File: src/rtl/pxs_pkg.sv
// Shared definitions for the PixelStream VGA source: stream layout, colours,
// 640x480@60 timing defaults and the reset value of a stream word.
package pxs_pkg;

  // Stream word geometry
  localparam int unsigned STR_W      = 26;
  localparam int unsigned CNT_W      = 10;
  localparam int unsigned RGB_W      = 3;

  // Bit positions inside the 26-bit stream word
  localparam int unsigned RGB_MSB    = 25;
  localparam int unsigned RGB_LSB    = 23;
  localparam int unsigned XC_MSB     = 22;
  localparam int unsigned XC_LSB     = 13;
  localparam int unsigned YC_MSB     = 12;
  localparam int unsigned YC_LSB     = 3;
  localparam int unsigned HS_BIT     = 2;
  localparam int unsigned VS_BIT     = 1;
  localparam int unsigned ACTIVE_BIT = 0;

  // Colour constants
  localparam logic [RGB_W-1:0] BLACK = 3'b000;
  localparam logic [RGB_W-1:0] BLUE  = 3'b001;
  localparam logic [RGB_W-1:0] GREEN = 3'b010;
  localparam logic [RGB_W-1:0] WHITE = 3'b111;

  // 640x480@60 timing defaults
  localparam int unsigned DEF_H_VISIBLE = 640;
  localparam int unsigned DEF_H_FRONT   = 16;
  localparam int unsigned DEF_H_SYNC    = 96;
  localparam int unsigned DEF_H_BACK    = 48;
  localparam int unsigned DEF_V_VISIBLE = 480;
  localparam int unsigned DEF_V_FRONT   = 10;
  localparam int unsigned DEF_V_SYNC    = 2;
  localparam int unsigned DEF_V_BACK    = 33;

  // Packed view of one stream word; field order matches the bit positions above
  typedef struct packed {
    logic [RGB_W-1:0] rgb;
    logic [CNT_W-1:0] xc;
    logic [CNT_W-1:0] yc;
    logic             hs;
    logic             vs;
    logic             active;
  } pxs_word_t;

  // Word driven while in reset: black, origin coordinates, syncs deasserted
  function automatic pxs_word_t pxs_reset_word(input logic sync_pol);
    pxs_word_t w;
    w.rgb    = BLACK;
    w.xc     = 10'd0;
    w.yc     = 10'd0;
    w.hs     = ~sync_pol;
    w.vs     = ~sync_pol;
    w.active = 1'b0;
    return w;
  endfunction

endpackage

File: src/rtl/pxs_mod_counter.sv
// Modulo-N counter with increment enable. wrap_o flags the enabled increment
// that takes the count from N-1 back to 0, so it can chain a slower counter.
module pxs_mod_counter
  import pxs_pkg::*;
#(
  parameter int unsigned N = 800,
  parameter int unsigned W = CNT_W
) (
  input  logic         clk_i,
  input  logic         rst_n,
  input  logic         en_i,
  output logic [W-1:0] cnt_o,
  output logic         wrap_o
);

  localparam logic [W-1:0] MAX = W'(N - 1);

  logic [W-1:0] cnt_q;
  logic [W-1:0] cnt_d;
  logic         at_max_s;

  assign at_max_s = (cnt_q == MAX);
  assign wrap_o   = en_i & at_max_s;
  assign cnt_o    = cnt_q;

  // Next count: hold, increment, or wrap to zero at the terminal value
  always_comb begin
    cnt_d = cnt_q;
    if (en_i) begin
      if (at_max_s) begin
        cnt_d = '0;
      end else begin
        cnt_d = cnt_q + W'(1);
      end
    end else begin
      cnt_d = cnt_q;
    end
  end

  // Count register, cleared asynchronously
  always_ff @(posedge clk_i or negedge rst_n) begin
    if (!rst_n) begin
      cnt_q <= '0;
    end else begin
      cnt_q <= cnt_d;
    end
  end

endmodule

File: src/rtl/pxs_vga_stream_gen.sv
// PixelStream source: 640x480@60 timing counters feeding one registered
// stream word per px_clk ({RGB, XC, YC, HS, VS, Active}) plus a start-of-frame
// pulse aligned with the XC=0/YC=0 word.
// Optional feature: define PXS_COLORBARS_EN to replace the flat BG_COLOR with
// eight vertical colour bars (bar index 0..7 across the visible width).
module pxs_vga_stream_gen
  import pxs_pkg::*;
#(
  parameter int unsigned      H_VISIBLE = DEF_H_VISIBLE,
  parameter int unsigned      H_FRONT   = DEF_H_FRONT,
  parameter int unsigned      H_SYNC    = DEF_H_SYNC,
  parameter int unsigned      H_BACK    = DEF_H_BACK,
  parameter int unsigned      V_VISIBLE = DEF_V_VISIBLE,
  parameter int unsigned      V_FRONT   = DEF_V_FRONT,
  parameter int unsigned      V_SYNC    = DEF_V_SYNC,
  parameter int unsigned      V_BACK    = DEF_V_BACK,
  parameter logic             SYNC_POL  = 1'b0,
  parameter logic [RGB_W-1:0] BG_COLOR  = 3'b000
) (
  input  logic             px_clk,
  input  logic             rst_n,
  output logic [STR_W-1:0] RGBStr_o,
  output logic             sof_o
);

  localparam int unsigned H_TOTAL = H_VISIBLE + H_FRONT + H_SYNC + H_BACK;
  localparam int unsigned V_TOTAL = V_VISIBLE + V_FRONT + V_SYNC + V_BACK;

  localparam logic [CNT_W-1:0] H_VIS_L  = CNT_W'(H_VISIBLE);
  localparam logic [CNT_W-1:0] V_VIS_L  = CNT_W'(V_VISIBLE);
  localparam logic [CNT_W-1:0] HS_START = CNT_W'(H_VISIBLE + H_FRONT);
  localparam logic [CNT_W-1:0] HS_END   = CNT_W'(H_VISIBLE + H_FRONT + H_SYNC - 1);
  localparam logic [CNT_W-1:0] VS_START = CNT_W'(V_VISIBLE + V_FRONT);
  localparam logic [CNT_W-1:0] VS_END   = CNT_W'(V_VISIBLE + V_FRONT + V_SYNC - 1);

  logic [CNT_W-1:0] h_cnt_s;
  logic [CNT_W-1:0] v_cnt_s;
  logic             h_wrap_s;
  logic             v_wrap_s;

  logic             active_s;
  logic             hs_s;
  logic             vs_s;
  logic [RGB_W-1:0] vis_color_s;
  logic [RGB_W-1:0] rgb_s;

  pxs_word_t word_d;
  pxs_word_t word_q;
  logic      sof_q;
  // Set when the counters will sit at the frame origin on the next edge
  logic      sof_pend_q;

  // Horizontal pixel counter, always running
  pxs_mod_counter #(
    .N (H_TOTAL),
    .W (CNT_W)
  ) u_h_cnt (
    .clk_i  (px_clk),
    .rst_n  (rst_n),
    .en_i   (1'b1),
    .cnt_o  (h_cnt_s),
    .wrap_o (h_wrap_s)
  );

  // Vertical line counter, advances at the end of each line
  pxs_mod_counter #(
    .N (V_TOTAL),
    .W (CNT_W)
  ) u_v_cnt (
    .clk_i  (px_clk),
    .rst_n  (rst_n),
    .en_i   (h_wrap_s),
    .cnt_o  (v_cnt_s),
    .wrap_o (v_wrap_s)
  );

`ifdef PXS_COLORBARS_EN
  localparam int unsigned      BAR_W   = H_VISIBLE / 8;
  localparam logic [CNT_W-1:0] BAR_MAX = CNT_W'(BAR_W - 1);

  logic [RGB_W-1:0] bar_q;
  logic [RGB_W-1:0] bar_d;
  logic [CNT_W-1:0] sub_q;
  logic [CNT_W-1:0] sub_d;

  // Bar tracking: restart with the line, step the bar index every BAR_W pixels
  always_comb begin
    bar_d = bar_q;
    sub_d = sub_q;
    if (h_wrap_s) begin
      bar_d = 3'd0;
      sub_d = '0;
    end else if (sub_q == BAR_MAX) begin
      bar_d = bar_q + 3'd1;
      sub_d = '0;
    end else begin
      sub_d = sub_q + 10'd1;
    end
  end

  // Bar index and pixel sub-counter registers
  always_ff @(posedge px_clk or negedge rst_n) begin
    if (!rst_n) begin
      bar_q <= 3'd0;
      sub_q <= '0;
    end else begin
      bar_q <= bar_d;
      sub_q <= sub_d;
    end
  end

  assign vis_color_s = bar_q;
`else
  assign vis_color_s = BG_COLOR;
`endif

  // Visible-area and sync decode from the current counter values
  always_comb begin
    active_s = (h_cnt_s < H_VIS_L) && (v_cnt_s < V_VIS_L);
    if ((h_cnt_s >= HS_START) && (h_cnt_s <= HS_END)) begin
      hs_s = SYNC_POL;
    end else begin
      hs_s = ~SYNC_POL;
    end
    if ((v_cnt_s >= VS_START) && (v_cnt_s <= VS_END)) begin
      vs_s = SYNC_POL;
    end else begin
      vs_s = ~SYNC_POL;
    end
  end

  // Colour gating: blanking is always black
  always_comb begin
    if (active_s) begin
      rgb_s = vis_color_s;
    end else begin
      rgb_s = BLACK;
    end
  end

  // Assemble the next stream word
  always_comb begin
    word_d        = pxs_reset_word(SYNC_POL);
    word_d.rgb    = rgb_s;
    word_d.xc     = h_cnt_s;
    word_d.yc     = v_cnt_s;
    word_d.hs     = hs_s;
    word_d.vs     = vs_s;
    word_d.active = active_s;
  end

  // Output register; sof follows the origin flag so it lines up with XC=0/YC=0
  always_ff @(posedge px_clk or negedge rst_n) begin
    if (!rst_n) begin
      word_q     <= pxs_reset_word(SYNC_POL);
      sof_q      <= 1'b0;
      sof_pend_q <= 1'b1;
    end else begin
      word_q     <= word_d;
      sof_q      <= sof_pend_q;
      sof_pend_q <= v_wrap_s;
    end
  end

  assign RGBStr_o = word_q;
  assign sof_o    = sof_q;

endmodule
File: config.mk
export PLATFORM = sky130hd
export DESIGN_NAME = pxs_vga_stream_gen
export DESIGN_NICKNAME = d
export VERILOG_FILES = /design/src/rtl/pxs_pkg.sv /design/src/rtl/pxs_mod_counter.sv /design/src/rtl/pxs_vga_stream_gen.sv
export SDC_FILE = /design/constraint.sdc
export NUM_CORES = 1
export LEC_CHECK = 0
export BUFFER_PORTS_ARGS = -buffer_cell sky130_fd_sc_hd__buf_2
export CORE_ASPECT_RATIO = 1.25
export CORE_MARGIN = 4
export CORE_UTILIZATION = 48
export CTS_CLUSTER_DIAMETER = 40
export DETAILED_ROUTE_END_ITERATION = 12
export PLACE_DENSITY = 0.7
export SLEW_MARGIN = 30
export SYNTH_ARGS = -nofsm -noshare
export SYNTH_HDL_FRONTEND = slang
export SYNTH_HIERARCHICAL = 1
export SYNTH_SLANG_ARGS = --single-unit
File: constraint.sdc
create_clock -name px_clk -period 4.4 [get_ports px_clk]
set_input_delay 0.88 -clock px_clk [delete_from_list [all_inputs] [get_ports px_clk]]
set_output_delay 0.88 -clock px_clk [all_outputs]
set_load 0.02 [all_outputs]
# After elaboration in Yosys (flattened, before gate mapping)
# Cells that the tools add are included.
[op_classes] add_sub_neg=2 n_lt_le_gt_ge=6 n_eq_ne=2 n_mux=4 bitwise_logic=1 n_reduce_logical=3
[ops] op="$add A10 B1 Y10 const B" n=2
[ops] op="$eq A10 B10 Y1 const B" n=2
[ops] op="$mux W10" n=2
[ops] op="$ge A10 B10 Y1 const B" n=1
[ops] op="$ge A10 B9 Y1 const B" n=1
[ops] op="$le A10 B10 Y1 const B" n=1
[ops] op="$le A10 B9 Y1 const B" n=1
[ops] op="$lt A10 B10 Y1 const B" n=1
[ops] op="$lt A10 B9 Y1 const B" n=1
[ops] op="$logic_and A1 B1 Y1" n=3
[ops] op="$mux W1" n=2
[ops] op="$and A1 B1 Y1" n=1
[word_totals] ff_bits=45 inputBits=2 output_inout_bits=27 wordCells=27

# Depth between registers and ports, before layout
# Gate-level depths: netlist of run 1.
[logic_depth] word_depth=3 mapped_depth=8 mapped_depth_nobuf=7

# Modules after synthesis
# The synthesis of run 1 kept the hierarchy.
[by_module_without_submodules] mod="pxs_vga_stream_gen" n_inst=1 cells_each=39 area_per_inst_um2=720.7 seq_area_each_um2=629.4
[by_module_without_submodules] mod="pxs_mod_counter (u_v_cnt)" n_inst=1 cells_each=50 area_per_inst_um2=530.5 seq_area_each_um2=250.2
[by_module_without_submodules] mod="pxs_mod_counter (u_h_cnt)" n_inst=1 cells_each=50 area_per_inst_um2=510.5 seq_area_each_um2=250.2

# Least setup slack after synthesis of run 1
# OpenSTA, ideal clock, no wires.
[synth_timing] path_type="reg-to-reg" from="register u_h_cnt.cnt_q[5], in the netlist u_h_cnt/cnt_o[5]" to="register u_v_cnt.cnt_q[9], in the netlist u_v_cnt/cnt_o[9]" setup_time_ns=0.119 arrival_time_ns=1.823 required_time_ns=4.281 slack_ns=2.458 stages_incl_launch_ff=8 path_buffers=1 period_less_slack_ns=1.942 cell_sequence="dfrtp_1 -> nand4bb_1 -> nor4_2 -> buf_4 -> nand3_1 -> nor4_2 -> xnor2_1 -> nor2_1"
[synth_between] elab_chain_cells=1
[synth_lines] item="start: declaration" line_no="pxs_mod_counter.sv:18" source="logic [W-1:0] cnt_q;"
[synth_lines] item="start signal: assignment" line_no="pxs_mod_counter.sv:45" source="cnt_q <= cnt_d;"
[synth_lines] item="$eq A10 B10 Y1" line_no="pxs_mod_counter.sv:22" source="assign at_max_s = (cnt_q == MAX);"
[synth_lines] item="net h_wrap_s" line_no="pxs_vga_stream_gen.sv:38" source="logic h_wrap_s;"
[synth_lines] item="end signal: assignment" line_no="pxs_mod_counter.sv:45"
[synth_lines] item="end: declaration" line_no="pxs_mod_counter.sv:18"
# The timed path passes the listed nets, and every way through them passes these cells.
# A chain may end at the register's enable or synchronous reset.

# Final worst setup path of run 1
# Ends and elaborated chain as after synthesis.

==> results of run 1 <==
[routing by layer]
metal  up-vias  routed length [um]
met3         8                 163
met1       517                1240
met4         0                  69
met2        24                1420
met5         -                   0
li1        544                   -
[worst min path at each step]
stage | to | from | cells past startpoint
5_1_grt | sof_o$_DFF_PN0_ | sof_pend_q$_DFF_PN1_ | 0
3_3_place_gp | sof_o$_DFF_PN0_ | sof_pend_q$_DFF_PN1_ | 0
3_5_place_dp | sof_o$_DFF_PN0_ | sof_pend_q$_DFF_PN1_ | 0
4_1_cts | sof_o$_DFF_PN0_ | sof_pend_q$_DFF_PN1_ | 0
6_report | sof_o$_DFF_PN0_ | sof_pend_q$_DFF_PN1_ | 0
2_1_floorplan | RGBStr_o[11]$_DFF_PN0_ | u_v_cnt/cnt_o[8]$_DFFE_PN0P_ | 0
[power by group]
part           leakage [nW]  switching [mW]  internal [mW]  total [mW]
Combinational         0.373          0.0733         0.0416       0.115
Sequential            0.562          0.0451          0.458       0.503
Clock                0.0445           0.138          0.113       0.251
Total                 0.979           0.257          0.612       0.868
[cell families after synthesis]
logic type | after synthesis | synth area share, %
flip-flops | 45 | 64.1
other | 2 | 0.426
adder cells (fa/ha/maj) | 3 | 2.13
AND/OR/NAND/NOR | 50 | 18.4
XOR/XNOR | 11 | 5.47
AO/OA/AOI/OAI | 15 | 5.47
multiplexers | 1 | 0.568
buffers and inverters | 12 | 3.41
[synth_stat cells, drive strengths merged]
cell     count
xor2         5
nor4bb       2
dfrtp       42
nor4         3
o31ai        1
xnor2        6
and2         1
and4         2
or4          2
dfstp        3
and3         3
ha           3
o22ai        2
mux2i        1
nand3b       1
o21ai        4
o21a         2
and2b        1
clkbuf       1
conb         2
nand4        6
nand4bb      1
a2bb2oi      1
a21oi        4
nand2b       3
or3          1
nand2        7
a22o         1
nor2         4
nand3        5
buf          4
nor3b        1
inv          7
nor3         7
[area by class of cell]
| type | count | area, sq um |
|---|---|---|
| clock buffer | 5 | 68.8 |
| clock inverter | 3 | 21.3 |
| fill | 302 | 1480 |
| inverter | 7 | 26.3 |
| multi-input combinational | 91 | 606 |
| sequential | 45 | 1130 |
| tap | 39 | 48.8 |
| timing repair buffer | 26 | 135 |
[sequential cells by signal, summed over array words and instances (netlist names)]
name	flops
sof_o	1
sof_pend_q	1
u_h_cnt/cnt_o	10
RGBStr_o	23
u_v_cnt/cnt_o	10
[stage by stage]
stage | power [mW] | utilization [%] | setup WS [ns] | cells | cell area [sq um]
floorplan | 0.583 | - | 2.46 | 148 | 1800
global placement | 0.624 | 55.3 | 2.53 | 208 | 1940
detailed placement | 0.629 | 55.3 | 2.49 | 208 | 1940
CTS | 0.880 | 57.9 | 2.48 | 216 | 2030
global route | 0.916 | 57.9 | 2.24 | 216 | 2040
finish | 0.868 | 57.9 | 2.49 | 216 | 2040
==> results.json, run 1 <==
{
  "die-area_sq_mm": 0.00471,
  "rsz0062_at_grt": "false",
  "met1_usage_pct": 17.0,
  "grt_max_degree": 46,
  "max_clock_freq_mhz": 524,
  "io_buffers": 25,
  "synth.area.top_cells": "dfrtp_1 (60%), dfstp_2 (4.5%), xnor2_1 (3.0%)",
  "met2_usage_pct": 22.4,
  "setup.worst_path.start": "u_h_cnt/cnt_o[5]$_DFFE_PN0P_",
  "fin_crit_sh_pct": 43.3,
  "ys_ff_latch": 45,
  "clockBufferDepth": 2,
  "ios": 29,
  "leakage_nw": 0.979,
  "finClkSkew_ns": 0.00532,
  "area_growth_pct": 15.6,
  "relSlewSlack_pct": 65.3,
  "most-common-layout-cells": "dfrtp_1 (42), buf_2 (24), conb_1 (11)",
  "worstPathCellList": "nand4bb_1 > nor4_2 > buf_4 > nand3_1 > nor4_2 > xnor2_1 > nor2_1",
  "cts_tree": "yes",
  "ir_drop_v": 0.000295,
  "r2r_cells": 7,
  "worst_slew_pin_slew_ns": 0.521,
  "dp_hpwl_mm": 2.04,
  "final_common_cell": "dfrtp_1",
  "seq_area_frac_synth_pct": 64.1,
  "vias": 1093,
  "die_y_um": 75.7,
  "n_antenna_cell": 0,
  "reg2reg_to": "u_v_cnt/cnt_o[9]$_DFFE_PN0P_",
  "fin_setup_tns_ns": 0,
  "drv_cap": 0,
  "cts_hold_buf": 0,
  "initial_core_util_pct": 50.1,
  "finalWeightedCongestion": 0.840,
  "clk_pin_slew_ns": 0.08,
  "die_w_um": 62.2,
  "drv_slew": 0,
  "cp.depth": 7,
  "drive_gt1_share_pct": 24.9,
  "min_period_ns": 1.91,
  "critPathMaxFanout": 14,
  "status": "finished clean",
  "yosysWarningCount": 6,
  "cts_resized": 0,
  "rrSetupSlack_ns": 2.49,
  "nets": 181,
  "holdWs_ns": 0.397,
  "cp_slowest_cell": "dfrtp_1",
  "fp.coreArea_sq_mm": 0.00351,
  "antenna_found_initial": 0,
  "totalWireLength_mm": 2.89,
  "grt_pass1_vias": 1128,
  "synth_cell_types": 39,
  "cp.arrival_ns": 2.10,
  "critPathMostFrequentCell": "nor4_2",
  "path_delay_family": "simple AND/OR/NAND/NOR gates",
  "hold_violations": 0,
  "cts_sinks": 45,
  "reg2reg_from": "u_h_cnt/cnt_o[5]$_DFFE_PN0P_",
  "postCtsSetupBuffers": 0,
  "h-tree-depth": 2,
  "track_usage_pct": 14.1,
  "first_iter_violations": 43,
  "route.detailed.drc": 0,
  "antenna_left": 0,
  "setup_viol": 0,
  "cp.required_ns": 4.60,
  "num_rows": 24,
  "critPathKind": "flip-flop to flip-flop",
  "overflow": 0,
  "crit_path_end": "u_v_cnt/cnt_o[9]$_DFFE_PN0P_",
  "powerDensity_mw_per_mm2": 426,
  "first_pass_iters": 4,
  "cp-start-kind": "flip-flop",
  "cts_inserted_buffers": 5,
  "endpoint_kind": "flip-flop",
  "clock_latency_ns": 0.30,
  "wire_per_inst_um": 13.4,
  "path_buf_inv": 1,
  "use_met3_pct": 4.13,
  "netlist.area_leader.share_pct": 59.7,
  "grt.busiest_layer": "met2",
  "grt_pass1_wl_mm": 5.17,
  "cpPeakStageDelay_ns": 0.46,
  "root_buffer": "clkbuf_8",
  "netlist_instances": 139,
  "syn_area_sq_mm": 0.00176,
  "yosys.area.top_type": "dfrtp_1",
  "syn_avg_cell_area_sq_um": 12.7,
  "viasPerCell": 5.06,
  "hold_path.class": "flip-flop to flip-flop"
}
No activity file was read; power rests on OpenSTA's default activity.
==> inputs of run 2 (changes only) <==
--- a/config.mk
+++ b/config.mk
@@ -11,7 +11,7 @@
 export CORE_UTILIZATION = 48
 export CTS_CLUSTER_DIAMETER = 40
 export DETAILED_ROUTE_END_ITERATION = 12
-export PLACE_DENSITY = 0.7
+export PLACE_DENSITY = 0.72
 export SLEW_MARGIN = 30
 export SYNTH_ARGS = -nofsm -noshare
 export SYNTH_HDL_FRONTEND = slang
==> constraint.sdc (replaced) <==
create_clock -name px_clk -period 1.6 [get_ports px_clk]
set_input_delay 0.32 -clock px_clk [delete_from_list [all_inputs] [get_ports px_clk]]
set_output_delay 0.32 -clock px_clk [all_outputs]
set_load 0.02 [all_outputs]
==> run 2 against run 1 <==
Effect of this change:
- non-clock buffer count rose by 21
- design area rose by 14%
- sequential cell count did not move
- sequential power rose to 2.6 times the previous value
- cell count rose by 9.7%
- count of clock-buffer cells in the layout rose by 1
- clock skew rose by 0.0057 ns
- via count rose by 13%
- utilization rose by 8.0 points
- worst setup slack got worse by 2.5 ns
- largest power group unchanged
==> results.json, run 2 (synthesized netlist as in run 1, its figures left out) <==
{
  "status": "finished clean",
  "drv_cap": 0,
  "vias": 1240,
  "num_rows": 24,
  "path_delay_family": "simple AND/OR/NAND/NOR gates",
  "critPathMaxFanout": 4,
  "rrSetupSlack_ns": 0.02,
  "clockBufferDepth": 2,
  "min_period_ns": 1.58,
  "reg2reg_to": "u_v_cnt/cnt_o[8]$_DFFE_PN0P_",
  "p_seq_share_pct": 48.7,
  "viasPerCell": 5.23,
  "cts_sinks": 45,
  "antenna_left": 0,
  "reg2reg_from": "u_h_cnt/cnt_o[1]$_DFFE_PN0P_",
  "drive_gt1_share_pct": 36.9,
  "io_buffers": 25,
  "cp-start-kind": "flip-flop",
  "root_buffer": "clkbuf_8",
  "die_y_um": 75.7,
  "powerDensity_mw_per_mm2": 1180,
  "route.detailed.drc": 0,
  "most-common-layout-cells": "dfrtp_1 (42), buf_2 (25), buf_4 (20)",
  "grt_pass1_vias": 1221,
  "dp.cells": 227,
  "cp.depth": 7,
  "h-tree-depth": 2,
  "n_antenna_cell": 0,
  "clock_latency_ns": 0.29,
  "hold_path.class": "flip-flop to flip-flop",
  "grt_pass1_wl_mm": 5.60,
  "antenna_found_initial": 0,
  "dp_hpwl_mm": 2.34,
  "min_delay_worst_endpoint": "sof_o$_DFF_PN0_",
  "seqCellArea_sq_mm": 0.00113,
  "totalWireLength_mm": 3.27,
  "endpoint_kind": "flip-flop",
  "setup_viol": 0,
  "hold_start": "sof_pend_q$_DFF_PN1_",
  "cts_inserted_buffers": 5,
  "leakage_nw": 1.11,
  "p_int_mw": 2.00,
  "cpPeakStageDelay_ns": 0.39,
  "cp.arrival_ns": 1.79,
  "largest_reg_flops": 23,
  "cts_tree": "yes",
  "first_pass_iters": 4,
  "final_area_sq_mm": 0.00232,
  "rsz0062_at_grt": "true",
  "finClkSkew_ns": 0.0110,
  "grt_max_degree": 28,
  "track_usage_pct": 15.1,
  "cp.required_ns": 1.81,
  "path_buf_inv": 0,
  "fin_cells": 237,
  "max_clock_freq_mhz": 633,
  "p_clk_share_pct": 31.9,
  "hold_depth": 0,
  "hold_violations": 0,
  "finalWeightedCongestion": 0.816,
  "cp_slowest_cell": "dfrtp_1",
  "n_fill_cell": 276,
  "ir_drop_v": 0.000866,
  "initial_core_util_pct": 50.1,
  "switchingPower_mw": 0.735,
  "die-area_sq_mm": 0.00471,
  "drv_slew": 0,
  "overflow": 0,
  "combinationalPowerShare_pct": 19.3,
  "worstPathCellList": "ha_4 > nand2_4 > nor4_4 > and3_4 > nand2_2 > nor2_2 > xnor2_1",
  "area_growth_pct": 31.5,
  "dpl_cell_area_sq_mm": 0.00215,
  "multiInputGateArea_sq_um": 686,
  "switching_share_pct": 26.9,
  "critPathKind": "flip-flop to flip-flop",
  "clk_pin_slew_ns": 0.08,
  "fin_crit_sh_pct": 98.8,
  "final_common_cell": "dfrtp_1",
  "r2r_cells": 7,
  "nets": 202,
  "first_iter_violations": 34,
  "fin_setup_tns_ns": 0,
  "ios": 29,
  "wire_per_inst_um": 13.8,
  "die_w_um": 62.2,
  "fp.coreArea_sq_mm": 0.00351
}
## run 2: metrics by stage
step / hold slack (ns) / setup slack, ns / power, mW / util, %
after global placement: 0.289 / 0.0633 / 1.86 / 61.1
after detailed placement: 0.301 / -0.0124 / 1.88 / 61.1
after CTS: 0.393 / 0.0167 / 2.75 / 65.1
final: 0.392 / 0.0198 / 2.73 / 65.9
after global routing: 0.396 / -0.0788 / 2.87 / 65.9
after floorplan: 0.0244 / -0.0520 / 1.64 / -
## run 2: final cells by class
| cell class | count | area share, % |
|---|---|---|
| clock buffers | 6 | 3.57 |
| clock inverters | 2 | 1.62 |
| inverters | 7 | 1.13 |
| multi-input cells | 91 | 29.6 |
| flip-flops and latches | 45 | 48.8 |
| well taps | 39 | 2.11 |
| repair buffers | 47 | 13.2 |
## run 2: power by group through the flow
| stage | Combinational [mW] | Clock, mW | Sequential (mW) |
|---|---|---|---|
| after floorplan | 0.166 | 0 | 1.47 |
| after global placement | 0.511 | 0 | 1.35 |
| after detailed placement | 0.521 | 0 | 1.36 |
| after CTS | 0.526 | 0.896 | 1.33 |
| after global routing | 0.582 | 0.940 | 1.35 |
| final | 0.528 | 0.873 | 1.33 |
## run 2: repair_timing
item                                    CTS  global route
endpoints found under the setup margin    1             7
hold buffers                              1             0
buffers inserted                          0             1
pin swaps                                 1             5
hold endpoints to repair                 18             0
gates resized for setup                   3             3
## run 2: layer usage
| layer | track usage (%) | vias to the layer above | wire length [um] |
|---|---|---|---|
| met1 | 17.1 | 614 | 1350 |
| met4 | 6.51 | 0 | 50 |
| met5 | 0 | - | 0 |
| met3 | 4.42 | 6 | 172 |
| li1 | - | 589 | - |
| met2 | 27.0 | 31 | 1710 |
## run 2: how the worst max path moves through the flow
stage | startpoint | slack, ns | end
3_3_place_gp | u_h_cnt/cnt_o[1]$_DFFE_PN0P_ | 0.06 | u_v_cnt/cnt_o[8]$_DFFE_PN0P_
2_1_floorplan | u_h_cnt/cnt_o[2]$_DFFE_PN0P_ | -0.05 | u_v_cnt/cnt_o[9]$_DFFE_PN0P_
4_1_cts | u_h_cnt/cnt_o[0]$_DFFE_PN0P_ | 0.02 | u_v_cnt/cnt_o[8]$_DFFE_PN0P_
5_1_grt | u_h_cnt/cnt_o[1]$_DFFE_PN0P_ | -0.08 | u_v_cnt/cnt_o[9]$_DFFE_PN0P_
3_5_place_dp | u_h_cnt/cnt_o[1]$_DFFE_PN0P_ | -0.01 | u_v_cnt/cnt_o[8]$_DFFE_PN0P_
6_report | u_h_cnt/cnt_o[1]$_DFFE_PN0P_ | 0.02 | u_v_cnt/cnt_o[8]$_DFFE_PN0P_
